### config.mk
export PLATFORM = sky130hd
export DESIGN_NAME = rc4_encrypt_memory
export DESIGN_NICKNAME = d
export VERILOG_FILES = /design/src/rtl/rc4_encrypt_memory.sv
export SDC_FILE = /design/constraint.sdc
export NUM_CORES = 1
export LEC_CHECK = 0
export ABC_CLOCK_PERIOD_IN_PS = 6420
export CORE_MARGIN = 10
export CORE_UTILIZATION = 29
export CTS_CLUSTER_SIZE = 12
export DETAILED_ROUTE_END_ITERATION = 10
export GPL_TIMING_DRIVEN = 0
export PLACE_DENSITY = 0.46
export REMOVE_ABC_BUFFERS = 1
export SLEW_MARGIN = 20
export SYNTH_ARGS = -nofsm -noshare
export SYNTH_HDL_FRONTEND = slang
export SYNTH_SLANG_ARGS = --single-unit
### constraint.sdc
create_clock -name clk -period 6.42 [get_ports clk]
set_input_delay 0.963 -clock clk [delete_from_list [all_inputs] [get_ports clk]]
set_output_delay 0.963 -clock clk [all_outputs]
set_load 0.02 [all_outputs]
### src/rtl/rc4_encrypt_memory.sv
`default_nettype none
// ============================================================================
// Module      : rc4_encrypt_memory
// Description : RC4 encryptor. It initialises the S table, runs the key
//               schedule with a 24-bit key, then generates keystream bytes.
//               Each keystream byte is XORed with a plaintext ROM byte and
//               the result is written into a ciphertext RAM.
// Revision    : 1.0 - initial release
// ============================================================================
module rc4_encrypt_memory #(
    parameter int MSG_LEN = 32,
    parameter int KEY_LEN = 3
) (
    input  logic        clk,
    input  logic        reset_n,
    input  logic        start_flag,
    output logic        done_flag,
    input  logic [23:0] secret_key,
    output logic [7:0]  s_addr,
    output logic [7:0]  s_data_in,
    input  logic [7:0]  s_data_out,
    output logic        s_wren,
    output logic [7:0]  p_addr,
    input  logic [7:0]  p_data_out,
    output logic [7:0]  c_addr,
    output logic [7:0]  c_data_in,
    output logic        c_wren
);

    localparam logic [7:0] c_last_k       = 8'(MSG_LEN - 1);
    localparam logic [1:0] c_last_key_idx = 2'(KEY_LEN - 1);

    // RD_I..WR_J are shared between the key schedule and keystream
    // generation; r_prga tells the two apart.
    typedef enum logic [3:0] {
        ST_IDLE   = 4'd0,
        ST_INIT   = 4'd1,
        ST_RD_I   = 4'd2,
        ST_WAIT_I = 4'd3,
        ST_RD_J   = 4'd4,
        ST_WAIT_J = 4'd5,
        ST_WR_I   = 4'd6,
        ST_WR_J   = 4'd7,
        ST_RD_F   = 4'd8,
        ST_WAIT_F = 4'd9,
        ST_WR_C   = 4'd10,
        ST_DONE   = 4'd11
    } state_t;

    state_t      r_state;
    state_t      w_next;
    logic [7:0]  r_i;
    logic [7:0]  r_j;
    logic [7:0]  r_k;
    logic [7:0]  r_si;
    logic [7:0]  r_sj;
    logic [7:0]  r_f;
    logic [7:0]  r_p;
    logic [23:0] r_key;
    logic [1:0]  r_key_idx;
    logic        r_prga;
    logic [7:0]  w_key_byte;
    logic [7:0]  w_j_add;

    // Key byte for the current KSA iteration (i mod 3, tracked by a counter)
    always_comb begin
        w_key_byte = r_key[7:0];
        case (r_key_idx)
            2'd0:    w_key_byte = r_key[23:16];
            2'd1:    w_key_byte = r_key[15:8];
            default: w_key_byte = r_key[7:0];
        endcase
        w_j_add = r_prga ? 8'd0 : w_key_byte;
    end

    // State register
    always_ff @(posedge clk or negedge reset_n) begin
        if (!reset_n) begin
            r_state <= ST_IDLE;
        end else begin
            r_state <= w_next;
        end
    end

    // Next-state logic and memory port drive
    always_comb begin
        w_next    = r_state;
        done_flag = 1'b0;
        s_addr    = 8'd0;
        s_data_in = 8'd0;
        s_wren    = 1'b0;
        p_addr    = 8'd0;
        c_addr    = 8'd0;
        c_data_in = 8'd0;
        c_wren    = 1'b0;
        case (r_state)
            ST_IDLE: begin
                if (start_flag) w_next = ST_INIT;
            end
            ST_INIT: begin
                s_addr    = r_i;
                s_data_in = r_i;
                s_wren    = 1'b1;
                if (r_i == 8'hFF) w_next = ST_RD_I;
            end
            ST_RD_I: begin
                s_addr = r_prga ? (r_i + 8'd1) : r_i;
                w_next = ST_WAIT_I;
            end
            ST_WAIT_I: begin
                s_addr = r_i;
                w_next = ST_RD_J;
            end
            ST_RD_J: begin
                s_addr = r_j;
                w_next = ST_WAIT_J;
            end
            ST_WAIT_J: begin
                s_addr = r_j;
                w_next = ST_WR_I;
            end
            ST_WR_I: begin
                s_addr    = r_i;
                s_data_in = r_sj;
                s_wren    = 1'b1;
                w_next    = ST_WR_J;
            end
            ST_WR_J: begin
                s_addr    = r_j;
                s_data_in = r_si;
                s_wren    = 1'b1;
                w_next    = r_prga ? ST_RD_F : ST_RD_I;
            end
            ST_RD_F: begin
                s_addr = r_si + r_sj;
                p_addr = r_k;
                w_next = ST_WAIT_F;
            end
            ST_WAIT_F: begin
                s_addr = r_si + r_sj;
                p_addr = r_k;
                w_next = ST_WR_C;
            end
            ST_WR_C: begin
                c_addr    = r_k;
                c_data_in = r_f ^ r_p;
                c_wren    = 1'b1;
                w_next    = (r_k == c_last_k) ? ST_DONE : ST_RD_I;
            end
            ST_DONE: begin
                done_flag = 1'b1;
                if (!start_flag) w_next = ST_IDLE;
            end
            default: w_next = ST_IDLE;
        endcase
    end

    // Index, key and temporary registers
    always_ff @(posedge clk or negedge reset_n) begin
        if (!reset_n) begin
            r_i       <= 8'd0;
            r_j       <= 8'd0;
            r_k       <= 8'd0;
            r_si      <= 8'd0;
            r_sj      <= 8'd0;
            r_f       <= 8'd0;
            r_p       <= 8'd0;
            r_key     <= 24'd0;
            r_key_idx <= 2'd0;
            r_prga    <= 1'b0;
        end else begin
            case (r_state)
                ST_IDLE: begin
                    if (start_flag) begin
                        r_key     <= secret_key;
                        r_i       <= 8'd0;
                        r_j       <= 8'd0;
                        r_k       <= 8'd0;
                        r_key_idx <= 2'd0;
                        r_prga    <= 1'b0;
                    end
                end
                ST_INIT: begin
                    // i wraps 255 -> 0, ready for the key schedule
                    r_i <= r_i + 8'd1;
                    r_j <= 8'd0;
                end
                ST_RD_I: begin
                    if (r_prga) r_i <= r_i + 8'd1;
                end
                ST_WAIT_I: begin
                    r_si <= s_data_out;
                    r_j  <= r_j + s_data_out + w_j_add;
                end
                ST_WAIT_J: begin
                    r_sj <= s_data_out;
                end
                ST_WR_J: begin
                    if (!r_prga) begin
                        r_i       <= r_i + 8'd1;
                        r_key_idx <= (r_key_idx == c_last_key_idx) ? 2'd0 : r_key_idx + 2'd1;
                        if (r_i == 8'hFF) begin
                            r_j    <= 8'd0;
                            r_k    <= 8'd0;
                            r_prga <= 1'b1;
                        end
                    end
                end
                ST_WAIT_F: begin
                    r_f <= s_data_out;
                    r_p <= p_data_out;
                end
                ST_WR_C: begin
                    r_k <= r_k + 8'd1;
                end
                default: begin
                end
            endcase
        end
    end

endmodule
`default_nettype wire

==> out/metrics.yaml <==
status: "completed"
synthTopCellsByArea: "dfrtp_1, mux2_2, nor2_1"
clock_skew_ns: 0.00735
ff2ff_path_depth: 14
drive_above_1_share_pct: 13.8
final_common_cell: "dfrtp_1"
cts.path.max_buffers: 2
placedCellCount: 823
cts_hold_buffers: 0
nFillCells: 1823
gr-total-overflow: 0
cp_max_fo: 23
ys.flop_type: "dfrtp_1"
grtUsageTotal_pct: 12.3
period_minus_slack_ns: 4.26
dp_hpwl_microns: 11100
p_leak_nw: 2.77
post-place-ws_ns: 2.53
drt_wl_total_microns: 14800
yosys.cell_types.count: 67
gp_congestion: 0.837
worstSkewPairLatency_ns: 0.35
dr.first_iter.drc_count: 293
antenna_found_initial: 0
synth_top_area_cell: "dfrtp_1"
port_buffers: 85
rsz0062_at_grt: "no"
finalSetupViolCount: 0
fmax_mhz: 235
netlist_area_sq_mm: 0.00541
cts_tree: "built"
powerDensity_mw_per_mm2: 483
synth_top_area_share_pct: 40.3
total_power_mw: 3.24
worstSetupPathType: "reg -> out"
coreArea_sq_mm: 0.0181
fin_ws_ns: 2.16
cts.repair.resized: 0
hold_viol_final: 0
met2_usage_pct: 20.3
num_antenna_cells: 0
nNetsFinal: 672
seq_area_frac_synth_pct: 40.3
ant_nets: 0
design_area_sq_mm: 0.00670
required_ns: 5.46
synth_edf_count: 0
first_pass_iters: 6
rr_endpoint: "r_j[7]"
whs_ns: 0.506
ctsHtreeMaxLevel: 3
tns_ns: 0
die_height_microns: 157
grt_pass1_vias: 4413
syn_inst: 540
placed_cell_area_sq_mm: 0.00640
grt_pass1_wl_microns: 24000
cts_root_buf: "clkbuf_16"
areaGrowthSynthToFinish_pct: 23.9
async_flop_share_pct: 100
num_rows: 49
ys_seq_elements: 87
clk_pin_slew_ns: 0.06
post_drt_via_cell_ratio: 5.15
maxCapViolations: 0
drc_errors: 0
hold_class: "in -> async"
die-area_sq_mm: 0.0245
tightest_slew_ns: 1.00
use_met3_pct: 3.62
post_cts_buffers: 0
r2r_start: "r_key_idx[0]"
final_util_pct: 36.9
start_util_pct: 29.8
cp.arrival_ns: 3.30
fin_crit_sh_pct: 66.4
yosysWarnings: 0
grt_max_degree: 52
vias: 4324
clock_sinks: 87
fp.dieW_microns: 157
final_max_slew_viol_count: 0
instances_no_fill: 839
post_synth.cell_area_avg_sq_um: 10.0
slew_headroom_pct: 33.0
grt_use_met1_pct: 15.2
wl_per_cell_microns: 17.6
rrSetupSlack_ns: 3.00
design.portCount: 86
cts_buffers: 9
final_cell_mix: "dfrtp_1, clkdlybuf4s50_1, nor2_1"
end_kind: "primary output"
ir_drop_v: 0.000163
startpoint_type: "flop"
top_usage_layer: "met2"
==> cells by family after synthesis <==
| kind of cell | after synthesis | share of synthesized area, % |
|---|---|---|
| compound gates | 121 | 15.6 |
| xor+xnor | 25 | 4.05 |
| flops | 87 | 40.3 |
| fa+ha+maj | 24 | 6.81 |
| mux | 67 | 13.7 |
| simple gates | 162 | 14.9 |
| buf+inv | 54 | 4.70 |
==> state kept, by name, summed over array words and instances (netlist names) <==
register / cells
r_key: 24
r_f: 8
r_i: 8
r_j: 8
r_k: 8
r_p: 8
r_si: 8
r_sj: 8
r_state: 4
r_key_idx: 2
r_prga: 1
==> layout make-up <==
class / count / area [sq um] / area share (%)
clock buffers: 11 / 253 / 3.77
clock inverters: 5 / 38.8 / 0.579
inverters: 22 / 83.8 / 1.25
multi-input cells: 399 / 2980 / 44.5
flip-flops and latches: 87 / 2180 / 32.5
well taps: 229 / 287 / 4.28
repair buffers: 86 / 880 / 13.1
==> synth_stat cells (3+ instances only) <==
master / instances
dfrtp_1: 87
nor2_1: 52
mux2_2: 51
nand2_1: 39
o21ai_0: 28
a21oi_1: 23
inv_1: 21
xnor2_1: 19
ha_1: 15
buf_2: 14
mux2i_1: 12
nand3_1: 11
and2_1: 9
and3_1: 9
clkbuf_1: 9
fa_1: 9
a222oi_1: 8
nand4_1: 8
o21ai_1: 8
a22o_1: 6
nor2b_1: 6
xor2_1: 6
nand2b_1: 5
nor3b_1: 5
o31ai_1: 5
a211oi_1: 4
a31oi_1: 4
mux2_1: 4
nor3_2: 4
o21a_1: 4
a2bb2oi_1: 3
buf_1: 3
nor2_2: 3
nor4_1: 3
==> layer usage <==
| layer | up-vias | part of all wire [%] |
|---|---|---|
| met4 | 0 | 1.4 |
| met1 | 2140 | 44 |
| met3 | 17 | 6.0 |
| li1 | 2074 | - |
| met5 | - | 0 |
| met2 | 93 | 48 |
==> how the worst max path moves through the flow <==
| stage | start | to | slack [ns] | depth (start not counted) |
|---|---|---|---|---|
| global route | r_state[2] | s_data_in[2] | 1.94 | 5 |
| global placement | reset_n | r_i[5] | 1.08 | 1 |
| CTS | r_state[2] | s_data_in[2] | 2.15 | 5 |
| floorplan | r_key_idx[0] | r_j[7] | 3.50 | 14 |
| detailed placement | r_state[2] | s_data_in[2] | 2.53 | 5 |
| finish | r_state[2] | s_data_in[2] | 2.16 | 5 |
==> critical path, cell delays in order, from the launching register on <==
cell	delay, ns
dfrtp_1	0.90
nand2b_1	0.35
nor2_1	0.69
a222oi_1	0.29
inv_1	0.11
clkdlybuf4s50_1	0.61
==> power by group <==
part           switching, mW  total [mW]  internal [mW]
Clock                  0.226       0.512          0.286
Combinational          0.868        1.69          0.824
Sequential             0.260        1.03          0.771
No activity file was read; power rests on OpenSTA's default activity.
==> variant (same flow settings) <==
The 12 states of `state_t` get a Gray code encoding in 4 bits.
--- a/src/rtl/rc4_encrypt_memory.sv
+++ b/src/rtl/rc4_encrypt_memory.sv
@@ -33,18 +33,18 @@
     // RD_I..WR_J are shared between the key schedule and keystream
     // generation; r_prga tells the two apart.
     typedef enum logic [3:0] {
-        ST_IDLE   = 4'd0,
-        ST_INIT   = 4'd1,
-        ST_RD_I   = 4'd2,
-        ST_WAIT_I = 4'd3,
-        ST_RD_J   = 4'd4,
-        ST_WAIT_J = 4'd5,
-        ST_WR_I   = 4'd6,
-        ST_WR_J   = 4'd7,
-        ST_RD_F   = 4'd8,
-        ST_WAIT_F = 4'd9,
-        ST_WR_C   = 4'd10,
-        ST_DONE   = 4'd11
+        ST_IDLE   = 4'b0000,
+        ST_INIT   = 4'b0001,
+        ST_RD_I   = 4'b0011,
+        ST_WAIT_I = 4'b0010,
+        ST_RD_J   = 4'b0110,
+        ST_WAIT_J = 4'b0111,
+        ST_WR_I   = 4'b0101,
+        ST_WR_J   = 4'b0100,
+        ST_RD_F   = 4'b1100,
+        ST_WAIT_F = 4'b1101,
+        ST_WR_C   = 4'b1111,
+        ST_DONE   = 4'b1110
     } state_t;
 
     state_t      r_state;
Function: same outputs for any inputs over 10 cycles, from zero or initial values and one cycle with reset_n low; not proved beyond that.
==> variant against the original RTL <==
  * Sequential share of layout area is essentially flat
  * Largest cell class unchanged
  * Wire length shrank 0.90%
  * Final area is essentially flat
  * Worst setup slack lost 0.28 ns
  * Count of clock-buffer cells in the layout grew 2
  * Critical path type unchanged
  * Sequential cell count is the same
  * Cell count shrank 1.1%
  * Area after synthesis shrank 0.65%
  * Highest routed layer unchanged
Power is not compared: it rests on default switching activity, and its combinational part moved more than twofold at a synthesized area within 25%.
==> variant: results (changes against the original RTL) <==
[logic_synthesis]
synth.area.mux_share=0.142  ; +0.00532
synth-adder-area-share=0.0685  ; +0.000444
synthXorXnorAreaFrac=0.0391  ; -0.00137
synth_compound_area_frac=0.152  ; -0.00388
synth.distinct_cells=58  ; -13%
seq_area_frac_synth=0.405  ; +0.00263
synth_area_leaders=dfrtp_1 (41%), mux2_2 (12%), nor2_1 (3.7%)
synthTopCellsByCount=dfrtp_1 (87), mux2_2 (58), nor2_1 (53), a21oi_1 (31), nand2_1 (31)
syn_inst=528  ; -2.2%

[drt]
wire_per_inst_microns=17.6  ; +0.17%
drt_pass1_iterations=5  ; -1
avgViaCountPerCell=5.08  ; -1.3%
drtIter0Drc=270  ; -7.8%
drt_wl_total_microns=14600  ; -0.90%

[placement]
dpl.hpwl_microns=11000  ; -1.2%
gp_congestion=0.874  ; +4.4%
preCtsSetupSlack_ns=2.19  ; -0.332 ns
postPlaceCellArea_sq_mm=0.00637  ; -0.51%
dp_cells=814  ; -1.1%

[clocking]
clkSlewWorstSetupHoldPaths_ns=0.06  ; about the same
clock_latency_ns=0.35  ; about the same
cts-root-buf=clkbuf_16
clk_path_buf_depth=2  ; unchanged

[global_route]
grt_pass1_vias=4284  ; -2.9%
grt_max_degree=72  ; +38%
grtUsageTotal=0.123  ; about the same
grt_pass1_wl_microns=23600  ; -1.7%
grt_antenna_before_repair=0  ; unchanged

[worst_setup_path]
arrival_ns=3.58  ; +0.28 ns
cpMaxStageDelayCell=dfrtp_1
crit_family=buffers and inverters

[floorplan]
fp.dieW_microns=156  ; -0.28%

[sta]
worst_slew_pin_slew_ns=0.957  ; -0.0471 ns
skew_ns=0.00738  ; +0.0000308 ns

[finish]
drive_above_1_share=0.148  ; +0.0104
fin_nets=663  ; -1.3%
top_register=r_key

[run_status]
status=complete, no violations

[power]
p_leak_uw=0.00305

[variant: cell count changes after synthesis, sizes merged, moves of 5 or more]
cell,change
a21o,+6
a21oi,+8
and2,+7
and3,-5
buf,-12
clkbuf,+9
nand2,-8
nor3b,-5
o21ai,-8
[variant: cells by family (layout without fill, tap and decap cells)]
group,Yosys count,after routing
buf+inv,47,120
fa+ha+maj,24,24
compound gates,121,121
xor+xnor,24,24
flops,87,87
mux,69,69
simple gates,156,156
[variant: final timing paths]
path	endpoint	startpoint	cells after the start	slack (ns)
min in group clk	r_key[10]$_DFFE_PN0P_	r_key[10]$_DFFE_PN0P_	1	0.50
worst max register to register	r_j[7]$_DFFE_PN0P_	r_key_idx[0]$_DFFE_PN0P_	14	3.03
worst min-delay path	r_k[4]$_DFFE_PN0P_	reset_n	1	0.44
max in group asynchronous	r_key[6]$_DFFE_PN0P_	reset_n	2	5.38
worst max-delay path	c_addr[1]	r_state[3]$_DFFE_PN0P_	4	1.88
worst min register to register	r_key[10]$_DFFE_PN0P_	r_key[10]$_DFFE_PN0P_	1	0.50
[variant: metal layers]
metal  track usage  vias up  share of wire
li1              -     2041              -
met1         0.154     2067           0.45
met2         0.199      101           0.48
met3        0.0353       11          0.058
met4        0.0400        0          0.013
met5             0        -              0
[variant: area by class of cell]
class | instances | area (sq um)
clock inverters | 3 | 65.1
clock buffers | 13 | 260
well taps | 229 | 287
inverters | 18 | 67.6
repair buffers | 86 | 880
fillers | 1829 | 11400
flip-flops and latches | 87 | 2180
multi-input cells | 394 | 2960
[variant: report_power, final]
part,internal (uW),switching (uW)
logic,40.6,30.5
clock network,362,214
registers,556,5.80
